## config.mk

```make
export PLATFORM = sky130hd
export DESIGN_NAME = gtp_rx_word_filter
export DESIGN_NICKNAME = d
export VERILOG_FILES = /design/src/rtl/gtp_rx_word_filter.sv
export SDC_FILE = /design/constraint.sdc
export NUM_CORES = 1
export LEC_CHECK = 0
export CORE_ASPECT_RATIO = 1.75
export CORE_MARGIN = 2
export CORE_UTILIZATION = 47
export CTS_CLUSTER_SIZE = 28
export DETAILED_ROUTE_END_ITERATION = 10
export HOLD_SLACK_MARGIN = 0.15
export PLACE_DENSITY = 0.76
export RECOVER_POWER = 100
export SLEW_MARGIN = 20
export SYNTH_ARGS = -nofsm -noshare
export SYNTH_HDL_FRONTEND = slang
export SYNTH_SLANG_ARGS = --single-unit
```

## constraint.sdc

```tcl
create_clock -name gtp_clk -period 2.4 [get_ports gtp_clk]
set_input_delay 0.36 -clock gtp_clk [delete_from_list [all_inputs] [get_ports gtp_clk]]
set_output_delay 0.36 -clock gtp_clk [all_outputs]
set_load 0.02 [all_outputs]
```

## src/rtl/gtp_rx_word_filter.sv

```systemverilog
// ----------------------------------------------------------------------------
// gtp_rx_word_filter
//
// Receive-side stage between the GTP RX user interface and the RX FIFO write
// port. Each cycle the incoming decoded word is classified as IDLE, DATA or
// BAD. A run of LOCK_CNT consecutive IDLE words brings the link up. While the
// link is up, DATA words are pushed into the FIFO and IDLE words are stripped.
// A run of ERR_LIMIT consecutive BAD words drops the link back to hunting.
//
// Ports:
//   gtp_clk       RX user clock; all state changes on its rising edge
//   reset         synchronous, active-high
//   rxinit_done   transceiver RX init complete; low forces WAIT_INIT
//   rxdata        decoded 16-bit RX word
//   rxcharisk     per-byte K flag (bit0 -> rxdata[7:0])
//   rxdisperr     per-byte disparity error
//   rxnotintable  per-byte not-in-table error
//   fifo_full     RX FIFO full, sampled with the DATA word it gates
//   fifo_din      word to FIFO (holds the last written word)
//   fifo_wr_en    one-cycle write strobe per accepted DATA word
//   link_up       high while LOCKED
//   err_count     saturating count of BAD words seen while LOCKED (sticky)
//   overflow      sticky flag: a DATA word was dropped because of fifo_full
// ----------------------------------------------------------------------------
module gtp_rx_word_filter #(
    parameter int unsigned LOCK_CNT  = 4,
    parameter int unsigned ERR_LIMIT = 3,
    parameter logic [15:0] IDLE_WORD = 16'h50BC,
    parameter logic [1:0]  IDLE_K    = 2'b01
) (
    input  logic        gtp_clk,
    input  logic        reset,
    input  logic        rxinit_done,
    input  logic [15:0] rxdata,
    input  logic [1:0]  rxcharisk,
    input  logic [1:0]  rxdisperr,
    input  logic [1:0]  rxnotintable,
    input  logic        fifo_full,
    output logic [15:0] fifo_din,
    output logic        fifo_wr_en,
    output logic        link_up,
    output logic [7:0]  err_count,
    output logic        overflow
);

    typedef enum logic [1:0] {
        ST_WAIT_INIT = 2'd0,
        ST_HUNT      = 2'd1,
        ST_LOCKED    = 2'd2
    } state_t;

    typedef enum logic [1:0] {
        CLS_DATA = 2'd0,
        CLS_IDLE = 2'd1,
        CLS_BAD  = 2'd2
    } word_class_t;

    // Terminal counter values: the transition fires when the last word of a
    // run is sampled while the counter already holds LIMIT-1.
    localparam logic [3:0] LOCK_LAST = 4'(LOCK_CNT - 1);
    localparam logic [3:0] ERR_LAST  = 4'(ERR_LIMIT - 1);

    // Any decode error wins; a K flag pattern other than plain data or the
    // exact IDLE ordered set is treated as corruption.
    function automatic word_class_t classify_word(
        input logic [15:0] data,
        input logic [1:0]  charisk,
        input logic [1:0]  disperr,
        input logic [1:0]  notintable
    );
        word_class_t cls;
        if ((disperr != 2'b00) || (notintable != 2'b00)) begin
            cls = CLS_BAD;
        end else if (charisk == 2'b00) begin
            cls = CLS_DATA;
        end else if ((charisk == IDLE_K) && (data == IDLE_WORD)) begin
            cls = CLS_IDLE;
        end else begin
            cls = CLS_BAD;
        end
        return cls;
    endfunction

    state_t      state_r,     state_nxt_s;
    logic [3:0]  lock_cnt_r,  lock_cnt_nxt_s;
    logic [3:0]  err_run_r,   err_run_nxt_s;
    logic [15:0] fifo_din_r,  fifo_din_nxt_s;
    logic        fifo_wr_en_r, fifo_wr_en_nxt_s;
    logic        link_up_r;
    logic [7:0]  err_count_r, err_count_nxt_s;
    logic        overflow_r,  overflow_nxt_s;
    word_class_t cls_s;

    assign cls_s = classify_word(rxdata, rxcharisk, rxdisperr, rxnotintable);

    assign fifo_din   = fifo_din_r;
    assign fifo_wr_en = fifo_wr_en_r;
    assign link_up    = link_up_r;
    assign err_count  = err_count_r;
    assign overflow   = overflow_r;

    // Next-state, counter and output-register logic for the lock FSM.
    always_comb begin
        state_nxt_s      = state_r;
        lock_cnt_nxt_s   = lock_cnt_r;
        err_run_nxt_s    = err_run_r;
        fifo_din_nxt_s   = fifo_din_r;
        fifo_wr_en_nxt_s = 1'b0;
        err_count_nxt_s  = err_count_r;
        overflow_nxt_s   = overflow_r;

        if (!rxinit_done) begin
            // Loss of init overrides everything; the sticky flags are kept.
            state_nxt_s = ST_WAIT_INIT;
        end else begin
            case (state_r)
                ST_WAIT_INIT: begin
                    state_nxt_s    = ST_HUNT;
                    lock_cnt_nxt_s = 4'd0;
                end
                ST_HUNT: begin
                    case (cls_s)
                        CLS_IDLE: begin
                            if (lock_cnt_r == LOCK_LAST) begin
                                state_nxt_s   = ST_LOCKED;
                                err_run_nxt_s = 4'd0;
                            end else begin
                                lock_cnt_nxt_s = lock_cnt_r + 4'd1;
                            end
                        end
                        default: begin
                            lock_cnt_nxt_s = 4'd0;
                        end
                    endcase
                end
                ST_LOCKED: begin
                    case (cls_s)
                        CLS_DATA: begin
                            err_run_nxt_s = 4'd0;
                            if (fifo_full) begin
                                overflow_nxt_s = 1'b1;
                            end else begin
                                fifo_wr_en_nxt_s = 1'b1;
                                fifo_din_nxt_s   = rxdata;
                            end
                        end
                        CLS_IDLE: begin
                            err_run_nxt_s = 4'd0;
                        end
                        CLS_BAD: begin
                            if (err_count_r != 8'hFF) begin
                                err_count_nxt_s = err_count_r + 8'd1;
                            end else begin
                                err_count_nxt_s = err_count_r;
                            end
                            if (err_run_r == ERR_LAST) begin
                                state_nxt_s    = ST_HUNT;
                                lock_cnt_nxt_s = 4'd0;
                            end else begin
                                err_run_nxt_s = err_run_r + 4'd1;
                            end
                        end
                        default: begin
                            err_run_nxt_s = err_run_r;
                        end
                    endcase
                end
                default: begin
                    state_nxt_s = ST_WAIT_INIT;
                end
            endcase
        end
    end

    // State, counters and registered outputs; reset also kills a pending strobe.
    always_ff @(posedge gtp_clk) begin
        if (reset) begin
            state_r      <= ST_WAIT_INIT;
            lock_cnt_r   <= 4'd0;
            err_run_r    <= 4'd0;
            fifo_din_r   <= 16'd0;
            fifo_wr_en_r <= 1'b0;
            link_up_r    <= 1'b0;
            err_count_r  <= 8'd0;
            overflow_r   <= 1'b0;
        end else begin
            state_r      <= state_nxt_s;
            lock_cnt_r   <= lock_cnt_nxt_s;
            err_run_r    <= err_run_nxt_s;
            fifo_din_r   <= fifo_din_nxt_s;
            fifo_wr_en_r <= fifo_wr_en_nxt_s;
            link_up_r    <= (state_nxt_s == ST_LOCKED);
            err_count_r  <= err_count_nxt_s;
            overflow_r   <= overflow_nxt_s;
        end
    end

endmodule

```

==> summary.md <==
Critical path
- simple AND/OR/NAND/NOR gates — family of cells with the greatest summed delay on the critical path
- register — Worst Setup Start Kind
- 2 — combined buffer and inverter count along the critical path
- sky130_fd_sc_hd__or4b_1 — Worst path slowest cell
- 5 — crit-path max FO
- 2610 ps — data required time at the worst endpoint
- 2370 ps — worst endpoint data arrival time
- 470 ps — CP max stage delay
- register to register — classification of the worst setup path
- register — Critical Path Sink Type
- inv_1 -> ha_1 -> or3b_1 -> o21ai_0 -> o311ai_1 -> buf_4 -> or4b_1 -> a21oi_1 — worst path cell trace

Outcome
- finished clean — result of the run

GRT
- 0.224 — aggregate global-route resource usage
- 7560 um — first-pass GRT wire length
- 0 — antenna violations before repair
- 38 — pin count of the biggest net entering global routing
- 0 — global-route congestion overflow total
- 1747 — number of global-route vias before repair

Timing
- 0 — setup violation total in the final timing report
- 0.723 — headroom to the max-slew limit
- 2160 ps — final critical delay including setup and external delays
- false — unrepaired setup endpoints after global routing
- 463 MHz — Max Clk Rate
- 450 ps — hold slack
- 0 — Max Slew Vio Count
- 0 — Final Hold Viols
- 0.900 — Period Utilization, post-route
- 6.16 ps — clk_skew
- 411 ps — actual transition at the worst max-transition pin

Clock network
- 0 — total setup buffers inserted after CTS
- 70 ps — Worst-path clk slew
- 2 — maximum number of buffers from clock root to sink
- 0 — number of hold-repair buffers added at the cts stage
- yes — CTS tree
- 5 — CTS buffer count
- 37 — number of clock sinks seen by CTS
- 0 — PostCTS Resize Cnt
- 2 — depth of the CTS H-tree
- sky130_fd_sc_hd__clkbuf_8 — cell at the root of the clock tree
- 290 ps — clock latency at the later pin of the worst-skew pair

Drt
- 26 — DRT iter0 DRCs
- 0 — Post-route DRC
- 5.58 — via density per instance
- 4 — first-pass iteration count of the detailed router
- 0 — remaining number of nets flagged by the antenna check after routing
- 13.6 um — average detailed-routed wire length per instance
- 4530 um — total wire length
- 1853 — routed vias

Power
- 444 nW/um^2 — Power per Cell Area
- 0.962 nW — standby leakage power
- 0.340 mV — highest ir drop seen on vdd

Logic synthesis
- 49 — distinct cell type count of the synthesized netlist
- 218 — Cells after Synth
- sky130_fd_sc_hd__dfxtp_1 40%, sky130_fd_sc_hd__nand2_1 8.8%, sky130_fd_sc_hd__a21oi_1 6.3%, sky130_fd_sc_hd__nand3_1 3.0%, sky130_fd_sc_hd__ha_1 2.7% — largest cells by area after synthesis
- 0.323 — share of synthesized cell area in and, or, nand and nor gates
- sky130_fd_sc_hd__nand2_1 — most common cell in the netlist
- 0 — count of flip-flops with a built-in enable after synthesis
- sky130_fd_sc_hd__dfxtp_1 — most area-hungry cell type in the Yosys netlist
- 0.404 — sequential element share of the synthesized area
- 8.41 um^2 — mean instance size in the synthesized netlist
- 0 — share of synthesized flip-flops with an asynchronous set or reset
- 0.0273 — area share of fa/ha/maj cells after synthesis
- simple AND/OR/NAND/NOR gates — dominant combinational cell family by area after synthesis
- 248 — net count of the mapped netlist
- 0.404 — area fraction of the dominant cell type after synthesis
- sky130_fd_sc_hd__dfxtp_1 — most frequently used flop master after synthesis
- 43 x sky130_fd_sc_hd__nand2_1, 37 x sky130_fd_sc_hd__dfxtp_1, 23 x sky130_fd_sc_hd__a21oi_1 — most used standard cells in the synthesized netlist
- 0 — yosys synthesis warning count
- 0 — fraction of synthesized cell area in xor and xnor cells
- 1830 um^2 — area of the mapped netlist
- 0.178 — compound-cell area share of the yosys netlist
- 0.0355 — post-synthesis mux area share
- 37 — flip-flop and latch count after synthesis

Die
- 53 — boundary pin count
- 30 — standard-cell row count
- 4440 um^2 — DIE AREA
- 0.479 — initial core utilization
- 86.6 um — chip height
- 51.2 um — chip width
- 3830 um^2 — area of the core

Place
- 0.786 — global placement routability congestion
- 52 — number of I/O port buffers
- 3530 um — post-detailed-placement half-perimeter wirelength

Layout
- 1030 um^2 — area used by multi-input combinational logic
- 314 — NumNets Final
- 741 um^2 — area taken by flip-flops and latches
- 0 — Antenna diodes
- 40.2% — area growth from synthesis to final layout
- 0.672 — final core utilization
- 0.109 — fraction of layout cells with a size suffix above 1
- 356 — number of fillers in the final layout

Job
- 0 — Maximum Capacitance Violations

Min path
- register to register — worst hold path type

==> cell usage in the layout (no fill, tap or decap), types with 3 or more instances in the layout <==
master / count
sky130_fd_sc_hd__clkbuf_1: 3
sky130_fd_sc_hd__nand4_1: 4
sky130_fd_sc_hd__nor4_1: 3
sky130_fd_sc_hd__nand2_1: 44
sky130_fd_sc_hd__clkbuf_8: 6
sky130_fd_sc_hd__dlygate4sd3_1: 27
sky130_fd_sc_hd__o31ai_1: 4
sky130_fd_sc_hd__buf_4: 12
sky130_fd_sc_hd__clkdlybuf4s50_1: 25
sky130_fd_sc_hd__dfxtp_1: 37
sky130_fd_sc_hd__ha_1: 4
sky130_fd_sc_hd__nor2b_1: 5
sky130_fd_sc_hd__nand3_1: 11
sky130_fd_sc_hd__a21oi_1: 23
sky130_fd_sc_hd__inv_1: 5
sky130_fd_sc_hd__or4_1: 4
sky130_fd_sc_hd__mux2_1: 4
sky130_fd_sc_hd__nor3b_1: 3
sky130_fd_sc_hd__nor3_1: 4
sky130_fd_sc_hd__nor2_1: 11
sky130_fd_sc_hd__o21ai_0: 8
==> worst paths after layout <==
check | start | to | slack [ps] | cells after the start
min reg2reg | fifo_din[7] | fifo_din[7] | 450 | 2
min | fifo_din[7] | fifo_din[7] | 450 | 2
max reg2reg | err_run_r[0] | lock_cnt_r[1] | 240 | 8
max | err_run_r[0] | lock_cnt_r[1] | 240 | 8
==> final cells by class <==
type,count,area share
multi-input combinational,167,0.401
timing repair buffer,68,0.246
clock buffer,7,0.0336
sequential,37,0.288
inverter,5,0.00730
tap,48,0.0234
==> per-layer routing <==
metal	GRT usage	routed length (um)
met4	0.0981	69
met5	0	0
met1	0.210	1680
met3	0.0569	190
met2	0.437	2590
==> stage by stage <==
| stage | setup WS (ps) | instance area (um^2) | instances | TNS [ps] | total power, W |
|---|---|---|---|---|---|
| floorplan | 511 | 1830 | 218 | 0 | 0.000656 |
| global placement | 13.4 | 2490 | 325 | 0 | 0.000715 |
| detailed placement | -48.0 | 2490 | 325 | -78.1 | 0.000716 |
| CTS | 265 | 2580 | 332 | 0 | 0.00115 |
| global route | 78.0 | 2570 | 332 | 0 | 0.00119 |
| finish | 240 | 2570 | 332 | 0 | 0.00114 |
==> sequential cells by signal (all words and copies together), names as in the netlist <==
signal / flops
overflow: 1
lock_cnt_r: 4
link_up: 1
fifo_wr_en: 1
state_r: 2
err_run_r: 4
err_count: 8
fifo_din: 16
==> cell families after synthesis <==
logic type	after synthesis
DFF	37
adders and majority gates	4
buffers and inverters	14
and+or+nand+nor	107
muxes	6
AOI/OAI and AO/OA	50
==> worst reg2reg max path, cell delays in order (launching register included) <==
cell,delay (ps)
sky130_fd_sc_hd__dfxtp_1,340
sky130_fd_sc_hd__inv_1,80
sky130_fd_sc_hd__ha_1,140
sky130_fd_sc_hd__or3b_1,400
sky130_fd_sc_hd__o21ai_0,190
sky130_fd_sc_hd__o311ai_1,120
sky130_fd_sc_hd__buf_4,170
sky130_fd_sc_hd__or4b_1,470
sky130_fd_sc_hd__a21oi_1,170
==> where the power goes <==
part           internal (W)  switching (W)  total (W)
combinational     0.0000471      0.0000395  0.0000866
sequential         0.000615    0.000000695   0.000615
clock              0.000228       0.000212   0.000440
total              0.000889       0.000252    0.00114
Power figures use the tool's default switching activity.
